File: config.mk
export PLATFORM = sky130hd
export DESIGN_NAME = celchain_delay_meas
export DESIGN_NICKNAME = d
export VERILOG_FILES = /design/src/rtl/celchain_delay_meas.sv
export SDC_FILE = /design/constraint.sdc
export NUM_CORES = 1
export LEC_CHECK = 0
export BUFFER_PORTS_ARGS = -buffer_cell sky130_fd_sc_hd__buf_2
export CAP_MARGIN = 20
export CORE_MARGIN = 8
export CORE_UTILIZATION = 60
export DETAILED_ROUTE_END_ITERATION = 6
export PLACE_DENSITY = 0.88
export RECOVER_POWER = 25
export SLEW_MARGIN = 20
export SYNTH_ARGS = -nofsm -noshare
export SYNTH_HDL_FRONTEND = slang
export SYNTH_SLANG_ARGS = --single-unit
File: constraint.sdc
create_clock -name clk -period 6.2 [get_ports clk]
set_input_delay 0.31 -clock clk [delete_from_list [all_inputs] [get_ports clk]]
set_output_delay 0.31 -clock clk [all_outputs]
set_load 0.02 [all_outputs]
File: src/rtl/celchain_delay_meas.sv
// Delay sequencer for C-element inverter chains: toggles the selected chain input and
// counts clk cycles until its synchronized output follows, accumulated over several trials.
module celchain_delay_meas #(
    parameter int NUM_CHAINS  = 4,
    parameter int SEL_W       = 2,
    parameter int CNT_W       = 10,
    parameter int TIMEOUT_CYC = 1000,
    parameter int SETTLE_CYC  = 8,
    parameter int TRIALS_W    = 3,
    parameter int ACC_W       = CNT_W + TRIALS_W
) (
    input  logic                  clk,
    input  logic                  rst,
    input  logic                  start,
    input  logic                  abort,
    input  logic [SEL_W-1:0]      chain_sel,
    input  logic [TRIALS_W-1:0]   num_trials,
    output logic [NUM_CHAINS-1:0] chain_in,
    input  logic [NUM_CHAINS-1:0] chain_out,
    output logic                  busy,
    output logic                  done,
    output logic                  err_timeout,
    output logic                  err_sel,
    output logic [ACC_W-1:0]      result
);

    localparam int                STL_W        = $clog2(SETTLE_CYC);
    localparam logic [STL_W-1:0]  SETTLE_LAST  = STL_W'(SETTLE_CYC - 1);
    localparam logic [CNT_W-1:0]  TIMEOUT_L    = CNT_W'(TIMEOUT_CYC);
    localparam logic [SEL_W:0]    NUM_CHAINS_L = (SEL_W + 1)'(NUM_CHAINS);

    typedef enum logic [2:0] {
        S_IDLE,
        S_SETTLE,
        S_LAUNCH,
        S_MEASURE,
        S_DONE
    } state_t;

    state_t state, state_nxt;

    logic [NUM_CHAINS-1:0] sync_p0, sync_p1;
    logic [SEL_W-1:0]      sel_lat;
    logic [TRIALS_W-1:0]   trials_lat;
    logic                  baseline;
    logic [STL_W-1:0]      settle_cnt;
    logic [CNT_W-1:0]      cnt;
    logic [TRIALS_W-1:0]   trial;

    logic [NUM_CHAINS-1:0] sel_onehot;
    logic                  sel_bit;
    logic                  detect;
    logic                  settle_last;
    logic                  sel_bad;
    logic                  in_meas;
    logic                  abort_act;

    // One-hot select avoids a wide index into the chain vector; an out-of-range sel yields zero.
    assign sel_onehot  = NUM_CHAINS'(1) << sel_lat;
    assign sel_bit     = |(sync_p1 & sel_onehot);
    assign detect      = (sel_bit != baseline);
    assign settle_last = (settle_cnt == SETTLE_LAST);
    assign sel_bad     = ({1'b0, chain_sel} >= NUM_CHAINS_L);
    assign in_meas     = (state == S_SETTLE) || (state == S_LAUNCH) || (state == S_MEASURE);
    assign abort_act   = abort && in_meas;

    // Stage p0 -> p1: two-flop synchronizer on the asynchronous chain outputs
    always_ff @(posedge clk or posedge rst) begin
        if (rst) begin
            sync_p0 <= '0;
            sync_p1 <= '0;
        end else begin
            sync_p0 <= chain_out;
            sync_p1 <= sync_p0;
        end
    end

    always_ff @(posedge clk or posedge rst) begin
        if (rst) state <= S_IDLE;
        else     state <= state_nxt;
    end

    always_comb begin
        state_nxt = state;
        if (abort_act) begin
            state_nxt = S_IDLE;
        end else begin
            unique case (state)
                S_IDLE:    if (start) state_nxt = sel_bad ? S_DONE : S_SETTLE;
                S_SETTLE:  if (settle_last) state_nxt = S_LAUNCH;
                S_LAUNCH:  state_nxt = S_MEASURE;
                S_MEASURE: begin
                    if (detect)                 state_nxt = (trial == trials_lat) ? S_DONE : S_SETTLE;
                    else if (cnt == TIMEOUT_L)  state_nxt = S_DONE;
                end
                S_DONE:    state_nxt = S_IDLE;
                default:   state_nxt = S_IDLE;
            endcase
        end
    end

    always_comb begin
        busy = in_meas;
        done = (state == S_DONE);
    end

    always_ff @(posedge clk or posedge rst) begin
        if (rst) begin
            chain_in    <= '0;
            result      <= '0;
            err_timeout <= 1'b0;
            err_sel     <= 1'b0;
            settle_cnt  <= '0;
            cnt         <= '0;
            trial       <= '0;
        end else if (!abort_act) begin
            unique case (state)
                S_IDLE: begin
                    if (start) begin
                        result      <= '0;
                        err_timeout <= 1'b0;
                        err_sel     <= sel_bad;
                        settle_cnt  <= '0;
                        trial       <= '0;
                    end
                end
                S_SETTLE: settle_cnt <= settle_last ? '0 : settle_cnt + 1'b1;
                S_LAUNCH: begin
                    chain_in <= chain_in ^ sel_onehot;
                    cnt      <= '0;
                end
                S_MEASURE: begin
                    // Detect has priority over the timeout in the same cycle.
                    if (detect) begin
                        result     <= result + ACC_W'(cnt);
                        trial      <= trial + 1'b1;
                        settle_cnt <= '0;
                    end else if (cnt == TIMEOUT_L) begin
                        err_timeout <= 1'b1;
                    end else begin
                        cnt <= cnt + 1'b1;
                    end
                end
                S_DONE:  ;
                default: ;
            endcase
        end
    end

    // Request parameters and baseline carry no reset; they are always loaded before use.
    always_ff @(posedge clk) begin
        if (state == S_IDLE && start) begin
            sel_lat    <= chain_sel;
            trials_lat <= num_trials;
        end
        if (state == S_SETTLE && settle_last) begin
            baseline <= sel_bit;
        end
    end

endmodule

## Yosys cells after proc, flatten, opt, wreduce, memory -nomap -nowiden

Index checks and enable logic that the tools add are counted.

| word-level totals | value |
|---|---|
| output and inout bits | 21 |
| logic and storage cells | 75 |
| flip-flop bits (word level) | 51 |
| input port bits | 13 |

| cells by class | value |
|---|---|
| equality and inequality tests | 16 |
| muxes and demuxes | 23 |
| add/sub/neg operators | 4 |
| bitwise logic cells | 3 |
| shifts and indexed selects | 1 |
| reductions and logical operators | 16 |

Operators with widths:

| kind | number |
|---|---|
| 3-bit 2-to-1 mux | 10 |
| 13-bit 2-to-1 mux | 2 |
| 13-bit one-hot mux with 2 select lines | 1 |
| 10-bit 2-to-1 mux | 2 |
| 10-bit one-hot mux with 2 select lines | 1 |
| 13-bit by 10-bit adder with 13-bit output | 1 |
| 3-bit one-hot mux with 4 select lines | 1 |
| 4-bit AND reduction | 3 |
| 10-bit by 1-bit adder with 10-bit output, second input constant | 1 |
| 10-bit equality test, second input constant | 1 |
| 3-bit one-hot mux with 3 select lines | 1 |
| 2-bit inequality test, second input constant | 4 |
| 3-bit by 1-bit adder with 3-bit output, second input constant | 2 |
| 3-bit by 2-bit equality test with 1-bit output, second input constant | 2 |
| 3-bit equality test, second input constant | 2 |
| 3-bit inequality test, second input constant | 2 |
| 3-bit one-hot mux with 2 select lines | 1 |
| 5-bit AND reduction | 1 |
| 4-bit bitwise AND | 1 |
| 4-bit by 3-bit inequality test with 1-bit output, second input constant | 1 |
| 2-bit nonzero test | 2 |
| 4-bit OR reduction | 1 |
| 1-bit by 2-bit << shifter with 4-bit output, first input constant | 1 |
| 4-bit bitwise XOR | 1 |
| other kinds (13) | 18 |

## Longest topological paths before layout

Gate-level depths: netlist of run 1.

| logic depth | value |
|---|---|
| depth after elaboration | 7 |
| gate-level depth with buffers | 8 |
| depth with buffers taken out | 8 |

## Worst setup path before layout of run 1

Ideal clock, no wire load.

| timing path | value |
|---|---|
| path type | reg-to-reg |
| from | register result[0] |
| to | register result[12] |
| arrival | 2.119 ns |
| required time | 6.079 ns |
| clock period less this slack | 2.241 ns |
| path buffers | 0 |
| path slack | 3.959 ns |
| cell stages (with the launch flop) | 9 |
| path through | dfrtp_1 -> ha_1 -> inv_1 -> fa_1 -> nor2b_1 -> o31ai_1 -> a2111oi_0 -> nor3_1 -> o22a_1 |

| on the way | value |
|---|---|
| longest elaborated chain between the ends | 3 |

Ends and longest elaborated chain:

| element | RTL line | RTL |
|---|---|---|
| start: declaration | 24 | `output logic [ACC_W-1:0] result` |
| start signal: assignment | 135 | `result <= result + ACC_W'(cnt);` |
| 13-bit by 10-bit adder with 13-bit output | 135 |  |
| 13-bit 2-to-1 mux | 134 | `if (detect) begin` |
| 13-bit one-hot mux with 2 select lines | 117 | `unique case (state)` |

Every way passes these cells. The select of a mux whose other input is x is not followed.
A chain may end at the register's enable or synchronous reset.

## Final worst setup path of run 1

| timing path | value |
|---|---|
| from | register cnt[0] |
| to | register result[12] |

| on the way | value |
|---|---|
| longest elaborated chain between the ends | 3 |

Ends and longest elaborated chain:

| element | RTL line | RTL |
|---|---|---|
| start: declaration | 47 | `logic [CNT_W-1:0] cnt;` |
| start signal: assignment | 141 | `cnt <= cnt + 1'b1;` |
| 13-bit by 10-bit adder with 13-bit output | 135 |  |
| 13-bit 2-to-1 mux | 134 |  |
| 13-bit one-hot mux with 2 select lines | 117 |  |

Every way passes these cells. The select of a mux whose other input is x is not followed.

==> flow_summary.ini, run 1 <==
[status]
status = finished with violations
violations = capacitance limit, slew limit

[critical_path]
critPathKind = reg2reg
crit_chain = ha_1, inv_1, fa_1, nor2b_1, o31ai_1, a2111oi_0, o21a_1, o22a_1
crit_path_end_kind = flop
arrival_ns = 2.80
r2r_cells = 8
crit_slowest_cell = a2111oi_0
cpPeakStageDelay_ns = 0.56
worstPathMaxFanout = 7
required_ns = 6.46
worstSetupStartpointType = flop

[cts]
postCtsSetupBuffers = 0
numClockSinks = 51
cts_tree = built
cts_root_buffer = clkbuf_8
clk_pin_slew_worst_paths_ns = 0.10
cts_buffer_depth = 2
cts_buffers = 5
cts_resized = 0
cts.hold.buffers_added = 0
htreeDepth = 2
clock_insertion_delay_worst_skew_ns = 0.31

[timing]
min_period_ns = 2.54
rsz0062_at_grt = no
finalCritPeriodShare = 0.410
drv_slew = 46
hold_viol = 0
tightest_slew_ns = 2.46
max_slew_margin = -0.638
setup_ws_ns = 3.66
max_freq_mhz = 394
setup_tns_ns = 0
finalSetupViolations = 0
skew_ns = 0.00985

[die]
core_um2 = 4600
start_util = 0.607
die_h_um = 84.2
die_w_um = 84.2
ios = 34
rows = 25
die-area_um2 = 7090

[placed_design]
pre_cts_ws_ns = 3.73
place.gp.congestion = 0.900
dpl.hpwl_mm = 4.55
io_buffers = 32
placed_area_um2 = 3000
dp_cells = 365

[layout]
multi_input_area_um2 = 1420
mostFrequentLayoutCells = 45 x dfrtp_1, 31 x nand2_1, 31 x buf_2
antennaDiodeCount = 0
instances_no_fill = 373
layout_commonest_cell = dfrtp_1
drive_gt1_frac = 0.147
fin_nets = 347
stdcell_area_um2 = 3090
fillers = 365
area_delta_synth_final_pct = 10.8
regArea_um2 = 1310

[synthesis]
syn-instance-count = 284
synthArstFlopShare = 0.882
ys_types = 46
yosys_warnings = 0
syn_avg_cell_area_um2 = 9.83
synth_edf_count = 6
netlist_area_um2 = 2790
synth-seq-area-share = 0.468
ys_ff_latch = 51
synth_fp_nets = 313
synthFlopType = dfrtp_1

[route]
drt_wl_total_mm = 6.25
vias = 2298
wl_per_cell_um = 16.8
dr.pass1.iters = 5
drc_errors = 0
drt_iter0_drc = 179
ant_nets = 0
avgViaCountPerCell = 6.16

[worst_hold_path]
hp-class = in2reg
holdPathStages = 1

[global_route]
grtUsageTotal = 0.182
grt_start_max_net_pins = 46
grt_pass1_vias = 2213
grt_pass1_wl_mm = 10.7
grt-ovfl-total = 0
antenna_found_initial = 0

[power]
ir_drop_mv = 0.166
p_per_area_nw_per_um2 = 210
p_leak_uw = 0.00142
p_total_uw = 650

[run]
maxCapViolCount = 1
==> sequential cells by signal, summed over array words and instances (netlist names) <==
signal,count
sync_p1,4
cnt,10
baseline,1
settle_cnt,3
sync_p0,4
chain_in,4
state,3
sel_lat,2
result,13
trials_lat,3
trial,3
err_timeout,1
==> report_power, final <==
| part | switching [µW] | internal, µW | total (µW) |
|---|---|---|---|
| Sequential | 15.3 | 356 | 371 |
| Clock | 120 | 83.2 | 203 |
| Combinational | 47.5 | 28.4 | 75.9 |
==> final cells by class <==
class | instances | area share
clock buffer | 5 | 0.0222
clock inverter | 3 | 0.00850
inverter | 10 | 0.0121
multi-input combinational | 216 | 0.458
sequential | 51 | 0.422
tap | 54 | 0.0218
timing repair buffer | 34 | 0.0550
==> through the flow <==
stage                     hold slack [ns]   util
after detailed placement            0.335  0.653
after floorplan                     0.331      -
after global placement              0.332  0.653
after CTS                          0.0885  0.674
final                              0.0955  0.673
after global routing               0.0792  0.673
==> critical path, delay by kind of cell (launching register included) <==
| kind | cells | cell delay [ns] |
|---|---|---|
| AOI/OAI and AO/OA | 4 | 1.05 |
| adders and majority gates | 2 | 0.60 |
| DFF | 1 | 0.46 |
| and+or+nand+nor | 1 | 0.30 |
| buffers and inverters | 1 | 0.07 |
==> layer usage <==
layer / track usage / share of wire
met1: 0.246 / 0.43
met2: 0.281 / 0.48
met3: 0.0387 / 0.075
met4: 0.0659 / 0.013
met5: 0 / 0
==> cell families after synthesis <==
| family | count (synthesis) | share of synthesized area |
|---|---|---|
| buf+inv | 17 | 0.0247 |
| xor+xnor | 12 | 0.0403 |
| simple gates | 104 | 0.190 |
| flops | 51 | 0.468 |
| mux | 1 | 0.00807 |
| compound gates | 82 | 0.193 |
| fa+ha+maj | 16 | 0.0744 |
| other cells | 1 | 0.00134 |
==> path summary, 6_finish.rpt <==
check,start,slack (ns),to
worst max register to register,cnt[0],3.66,result[12]
min in group asynchronous,rst,0.88,chain_in[1]
worst min-delay path,chain_out[1],0.1,sync_p0[1]
worst max-delay path,cnt[0],3.66,result[12]
max in group asynchronous,rst,3.91,cnt[6]
worst min register to register,sync_p0[2],0.36,sync_p1[2]
==> Yosys cell counts, types with 3 or more instances <==
master	count	area, µm²
a21oi_1	16	80.1
xor2_1	4	35.0
o21ai_0	23	115
nor2b_1	5	31.3
ha_1	15	188
xnor2_1	7	61.3
or4_1	4	30.0
and2_1	3	18.8
clkbuf_1	5	18.8
or3_1	14	87.6
and3_1	4	25.0
or2_2	4	25.0
dfrtp_1	45	1130
a32o_1	3	30.0
o31ai_1	10	75.1
nor2_1	14	52.6
inv_1	10	37.5
nand2_1	31	116
a31oi_1	5	31.3
a211o_1	4	35.0
o21a_1	6	45.0
nand3_1	8	40.0
nor3_1	9	45.0
edfxtp_1	6	180
Note: power is estimated with default switching activity, not from simulation.
==> run 2: changes to the inputs <==
--- a/config.mk
+++ b/config.mk
@@ -5,12 +5,13 @@
 export SDC_FILE = /design/constraint.sdc
 export NUM_CORES = 1
 export LEC_CHECK = 0
+export ABC_AREA = 1
 export BUFFER_PORTS_ARGS = -buffer_cell sky130_fd_sc_hd__buf_2
 export CAP_MARGIN = 20
 export CORE_MARGIN = 8
-export CORE_UTILIZATION = 60
+export CORE_UTILIZATION = 53
 export DETAILED_ROUTE_END_ITERATION = 6
-export PLACE_DENSITY = 0.88
+export PLACE_DENSITY = 0.82
 export RECOVER_POWER = 25
 export SLEW_MARGIN = 20
 export SYNTH_ARGS = -nofsm -noshare
==> constraint.sdc (replaced) <==
create_clock -name clk -period 2.2 [get_ports clk]
set_input_delay 0.11 -clock clk [delete_from_list [all_inputs] [get_ports clk]]
set_output_delay 0.11 -clock clk [all_outputs]
set_load 0.02 [all_outputs]
==> run 2 against run 1 <==
  * The flow now finishes without violations
  * Clock skew shrank 0.00053 ns
  * Area after synthesis up 14%
  * Utilization fell by 5.8 points
  * Critical endpoint is now result[6]
==> flow_summary.ini, run 2 <==
[timing]
hold_viol = 0
setup_ws_ns = 0.239
finalSetupViolations = 0
min_period_ns = 1.96
drv_slew = 0
rsz0062_at_grt = no
finalCritPeriodShare = 0.892
tightest_slew_ns = 0.798
setup_tns_ns = 0
max_freq_mhz = 510
max_slew_margin = 0.464
skew_ns = 0.00932

[critical_path]
arrival_ns = 2.22
crit_path_end_kind = flop
critPathKind = reg2reg
required_ns = 2.46
worstPathMaxFanout = 6
worstSetupStartpointType = flop

[route]
drt_iter0_drc = 126
dr.pass1.iters = 5
drc_errors = 0
avgViaCountPerCell = 5.09
ant_nets = 0
drt_wl_total_mm = 7.07
wl_per_cell_um = 13.0
vias = 2761

[cts]
cts_tree = built
htreeDepth = 2
clk_pin_slew_worst_paths_ns = 0.10
numClockSinks = 51
clock_insertion_delay_worst_skew_ns = 0.31
cts_buffers = 5
cts_root_buffer = clkbuf_8
cts_buffer_depth = 2

[layout]
layout_commonest_cell = nand2_1
fin_nets = 495
largest_reg_flops = 13
area_delta_synth_final_pct = 13.5
reg_top3 = result: 13 flops, cnt: 10 flops
drive_gt1_frac = 0.169
fillers = 529
regMostFlops = result
antennaDiodeCount = 0
mostFrequentLayoutCells = 142 x nand2_1, 50 x inv_1, 44 x dfrtp_1

[die]
die_h_um = 93.6
rows = 28
die-area_um2 = 8760
die_w_um = 93.6
core_um2 = 5890
start_util = 0.542
ios = 34

[synthesis]
synthSimpleGateAreaFrac = 0.319
synth_edf_count = 6
synth_top_family_by_area = simple AND/OR/NAND/NOR gates
synthAdderAreaFrac = 0.0651
synth_fp_nets = 449
syn-instance-count = 420
yosysMostFrequentCell = nand2_1
synth-compound-area-share = 0.0781
synth-seq-area-share = 0.410
synthMuxAreaShare = 0
yosys-top-cells-count = 142 x nand2_1, 51 x inv_1, 45 x dfrtp_1, 34 x nand3_1, 22 x nor2_1
ys_top_cells_by_area = dfrtp_1 35%, nand2_1 17%, inv_1 6.0%
synth_xor_area_frac = 0.0439
yosys.area.top_type_share = 0.353
synth_top_area_cell = dfrtp_1
netlist_area_um2 = 3190
ys_types = 35
synthFlopType = dfrtp_1
ys_ff_latch = 51
syn_avg_cell_area_um2 = 7.59
synthArstFlopShare = 0.882
yosys_warnings = 0

[power]
p_per_area_nw_per_um2 = 794
ir_drop_mv = 0.491
p_leak_uw = 0.00190

[global_route]
grtUsageTotal = 0.169
antenna_found_initial = 0
grt_pass1_vias = 2663
grt_start_max_net_pins = 28
grt-ovfl-total = 0
grt_pass1_wl_mm = 12.1

[placed_design]
dpl.hpwl_mm = 5.30
place.gp.congestion = 0.950
io_buffers = 32
pre_cts_ws_ns = 0.236

[worst_hold_path]
hp-class = in2reg

[status]
status = completed

[run]
maxCapViolCount = 0
## run 2: cell types whose count changed in the layout (fill, tap and decap cells not counted), moves of 12 or more
| cell | before | now |
|---|---|---|
| a21oi_1 | 16 | 4 |
| inv_1 | 9 | 50 |
| nand2_1 | 31 | 142 |
| nand3_1 | 8 | 34 |
| o21ai_0 | 23 | 8 |
| o21ai_2 | 0 | 12 |
| or3_1 | 14 | 0 |
## run 2: final cells by class
class | instances | area (µm²) | area share
Clock inverter | 3 | 26.3 | 0.00726
Timing Repair Buffer | 47 | 297 | 0.0820
Multi-Input combinational cell | 306 | 1620 | 0.447
Inverter | 55 | 206 | 0.0571
Clock buffer | 5 | 68.8 | 0.0190
Sequential cell | 51 | 1310 | 0.361
Tap cell | 75 | 93.8 | 0.0259
## run 2: through the flow
stage / hold slack [ns] / instance area (µm²) / util / total power [µW] / std cells
final: 0.179 / 3620 / 0.615 / 2870 / 542
after global routing: 0.213 / 3620 / 0.615 / 3080 / 542
after CTS: 0.179 / 3620 / 0.615 / 2890 / 542
after detailed placement: 0.200 / 3420 / 0.582 / 2290 / 524
after global placement: 0.185 / 3420 / 0.582 / 2250 / 524
after floorplan: 0.141 / 3190 / - / 2070 / 420
## run 2: cell families (layout without fill, tap and decap cells)
| kind of cell | after synthesis | count (layout) |
|---|---|---|
| AO/OA/AOI/OAI | 39 | 39 |
| adder cells (fa/ha/maj) | 16 | 16 |
| flip-flops | 51 | 51 |
| other | 1 | 1 |
| buffers and inverters | 63 | 110 |
| XOR/XNOR | 16 | 16 |
| AND/OR/NAND/NOR | 234 | 234 |
## run 2: where the power goes
| part | total (µW) | internal, µW | switching [µW] |
|---|---|---|---|
| Clock | 583 | 235 | 348 |
| Combinational | 1050 | 313 | 736 |
| Sequential | 1240 | 1110 | 130 |
| Total | 2870 | 1660 | 1210 |
## run 2: layer usage
| metal | track usage | share of wire |
|---|---|---|
| met2 | 0.292 | 0.48 |
| met3 | 0.0321 | 0.064 |
| met4 | 0.0449 | 0.012 |
| met5 | 0 | 0 |
| met1 | 0.210 | 0.44 |
## run 2: what timing repair did
item                                   in CTS  in global routing
setup buffers                               0                  0
resized for setup                           0                  1
endpoints found under the hold margin      29                  0
setup endpoints to repair                   0                  1
hold buffers                               10                  0
## run 2: worst paths after layout
path                            start     endpoint  slack (ns)  cells after the start
setup / recovery               cnt[0]    result[6]        0.24                     12
hold / removal                  abort     state[2]        0.18                      4
setup reg to reg               cnt[0]    result[6]        0.24                     12
hold reg to reg            sync_p0[2]   sync_p1[2]        0.36                      0
max in group asynchronous         rst       cnt[0]        1.19                      4
min in group asynchronous         rst  chain_in[3]        0.40                      3
## run 2: worst max-delay path: stages, from the launching register on
cell,delay [ns]
dfrtp_2,0.42
ha_1,0.20
inv_1,0.06
fa_1,0.39
inv_1,0.10
nand3_1,0.07
nand3_1,0.16
nand2_1,0.07
nand2_1,0.08
nor2_1,0.04
nor3b_1,0.17
nand2_1,0.07
nand2_1,0.07
==> run 3: changes to the inputs <==
--- a/config.mk
+++ b/config.mk
@@ -12,7 +12,7 @@
 export CORE_UTILIZATION = 53
 export DETAILED_ROUTE_END_ITERATION = 6
 export PLACE_DENSITY = 0.82
-export RECOVER_POWER = 25
+export RECOVER_POWER = 100
 export SLEW_MARGIN = 20
 export SYNTH_ARGS = -nofsm -noshare
 export SYNTH_HDL_FRONTEND = slang
==> run 3 against run 2 <==
  * Via count barely moved
  * Combinational power shrank 7%
  * Clock skew decreased by 0.0012 ns
  * Highest routed layer unchanged
==> flow_summary.ini, run 3 (synthesis results as in run 2) <==
[route]
avgViaCountPerCell = 5.10
vias = 2762
drt_wl_total_mm = 7.04
drt_iter0_drc = 141
ant_nets = 0
drc_errors = 0
wl_per_cell_um = 13.0
dr.pass1.iters = 4

[critical_path]
r2r_cells = 7
worstPathMaxFanout = 8
critical-path-top-delay-family = simple AND/OR/NAND/NOR gates
worstSetupStartpointType = flop
required_ns = 2.17
crit_path_end_kind = flop
crit_slowest_cell = dfrtp_1
endpoint = trials_lat[1]
r2r_start = state[0]
rrSetupSlack_ns = 0.21
r2r_end = trials_lat[1]
cpPeakStageDelay_ns = 0.46
crit_chain = nor2_2, nor2_1, nand2_1, nand2_1, a21oi_1, nand3_1, nor2_1
arrival_ns = 1.96
worst-path-buf-inv = 0
critPathLaunch = state[0]
critPathKind = reg2reg
crit_cells = 7

[timing]
max_freq_mhz = 502
finalCritPeriodShare = 0.905
setup_tns_ns = 0
whs_ns = 0.246
drv_slew = 0
skew_ns = 0.00809
min_period_ns = 1.99
max_slew_margin = 0.467
hold_viol = 0
rsz0062_at_grt = no
tightest_slew_ns = 0.794
setup_ws_ns = 0.209
finalSetupViolations = 0

[layout]
drive_gt1_frac = 0.0942
antennaDiodeCount = 0
layout_commonest_cell = nand2_1
regMostFlops = result
largest_reg_flops = 13
mostFrequentLayoutCells = 147 x nand2_1, 50 x inv_1, 44 x dfrtp_1
area_delta_synth_final_pct = 11.0
fin_nets = 495
reg_top3 = result: 13 flops, cnt: 10 flops
stdcell_area_um2 = 3540
fillers = 558

[status]
status = completed

[power]
p_leak_uw = 0.00180
p_sw_frac = 0.421
power.net_switching_uw = 1180
p_per_area_nw_per_um2 = 791
p_int_uw = 1620
clkPwrFrac = 0.208
comb_power_share = 0.347
seqPwrFrac = 0.445
p_total_uw = 2800
ir_drop_mv = 0.488

[global_route]
grt-ovfl-total = 0
grt_start_max_net_pins = 28
grt_pass1_vias = 2663
grtUsageTotal = 0.169
grt_pass1_wl_mm = 12.1
antenna_found_initial = 0

[placed_design]
placed_area_um2 = 3420
place.gp.congestion = 0.950
pre_cts_ws_ns = 0.236
io_buffers = 32
dpl.hpwl_mm = 5.30

[cts]
cts_buffers = 5
numClockSinks = 51
cts_tree = built
htreeDepth = 2
postCtsSetupBuffers = 0
clk_pin_slew_worst_paths_ns = 0.10
cts_buffer_depth = 2
clock_insertion_delay_worst_skew_ns = 0.31
cts_root_buffer = clkbuf_8

[worst_hold_path]
hp-class = in2reg

[die]
rows = 28
ios = 34
core_um2 = 5890
die_h_um = 93.6
start_util = 0.542
die_w_um = 93.6
die-area_um2 = 8760

[run]
maxCapViolCount = 0
==> run 3: cell types whose count changed in the layout (fill, tap and decap cells not counted), moves of 3 or more <==
cell / before / now
buf_2: 31 / 11
buf_4: 5 / 2
clkbuf_1: 1 / 23
nand2_1: 142 / 147
nand2_2: 9 / 4
o21ai_0: 8 / 24
o21ai_1: 11 / 2
o21ai_2: 12 / 5
==> run 3: metal layers <==
layer  vias up  track usage  share of wire
li1       1417            -              -
met1      1265        0.210           0.45
met2        68        0.292           0.48
met3        12       0.0321          0.058
met4         0       0.0449          0.015
met5         -            0              0
==> run 3: timing repair <==
| item | 4_1_cts | 5_1_grt |
|---|---|---|
| hold endpoints to repair | 29 | 0 |
| hold buffers | 10 | 0 |
| setup endpoints to repair | 0 | 1 |
| gates resized for setup | 0 | 1 |
==> run 3: worst min-delay path, stage by stage <==
cell and delay, ns:
buf_2 0.08, nand2_1 0.16, inv_1 0.12, nor3_1 0.06
==> run 3: worst min-delay path by stage <==
| stage | startpoint | endpoint | slack, ns | cells past startpoint |
|---|---|---|---|---|
| 2_1_floorplan | chain_out[0] | sync_p0[0] | 0.14 | 0 |
| 3_3_place_gp | rst | err_timeout | 0.18 | 2 |
| 3_5_place_dp | rst | err_timeout | 0.20 | 2 |
| 4_1_cts | abort | state[2] | 0.18 | 4 |
| 5_1_grt | abort | state[2] | 0.30 | 4 |
| 6_report | abort | state[2] | 0.25 | 4 |
==> run 3: area by class of cell <==
| cell class | instances | area (µm²) | area share |
|---|---|---|---|
| clock buffer | 5 | 68.8 | 0.0194 |
| clock inverter | 3 | 26.3 | 0.00742 |
| inverter | 55 | 206 | 0.0583 |
| multi-input combinational | 306 | 1580 | 0.445 |
| sequential | 51 | 1310 | 0.369 |
| tap | 75 | 93.8 | 0.0265 |
| timing repair buffer | 47 | 262 | 0.0739 |
==> run 3: power by group through the flow <==
stage / clock [µW] / combinational, µW / sequential [µW]
after floorplan: 0 / 778 / 1290
after global placement: 0 / 998 / 1250
after detailed placement: 0 / 1030 / 1260
after CTS: 597 / 1050 / 1240
after global routing: 640 / 1100 / 1260
final: 583 / 972 / 1240
==> run 3: through the flow <==
| stage | util | std cells |
|---|---|---|
| floorplan | - | 420 |
| global placement | 0.582 | 524 |
| detailed placement | 0.582 | 524 |
| CTS | 0.615 | 542 |
| global route | 0.601 | 542 |
| finish | 0.601 | 542 |
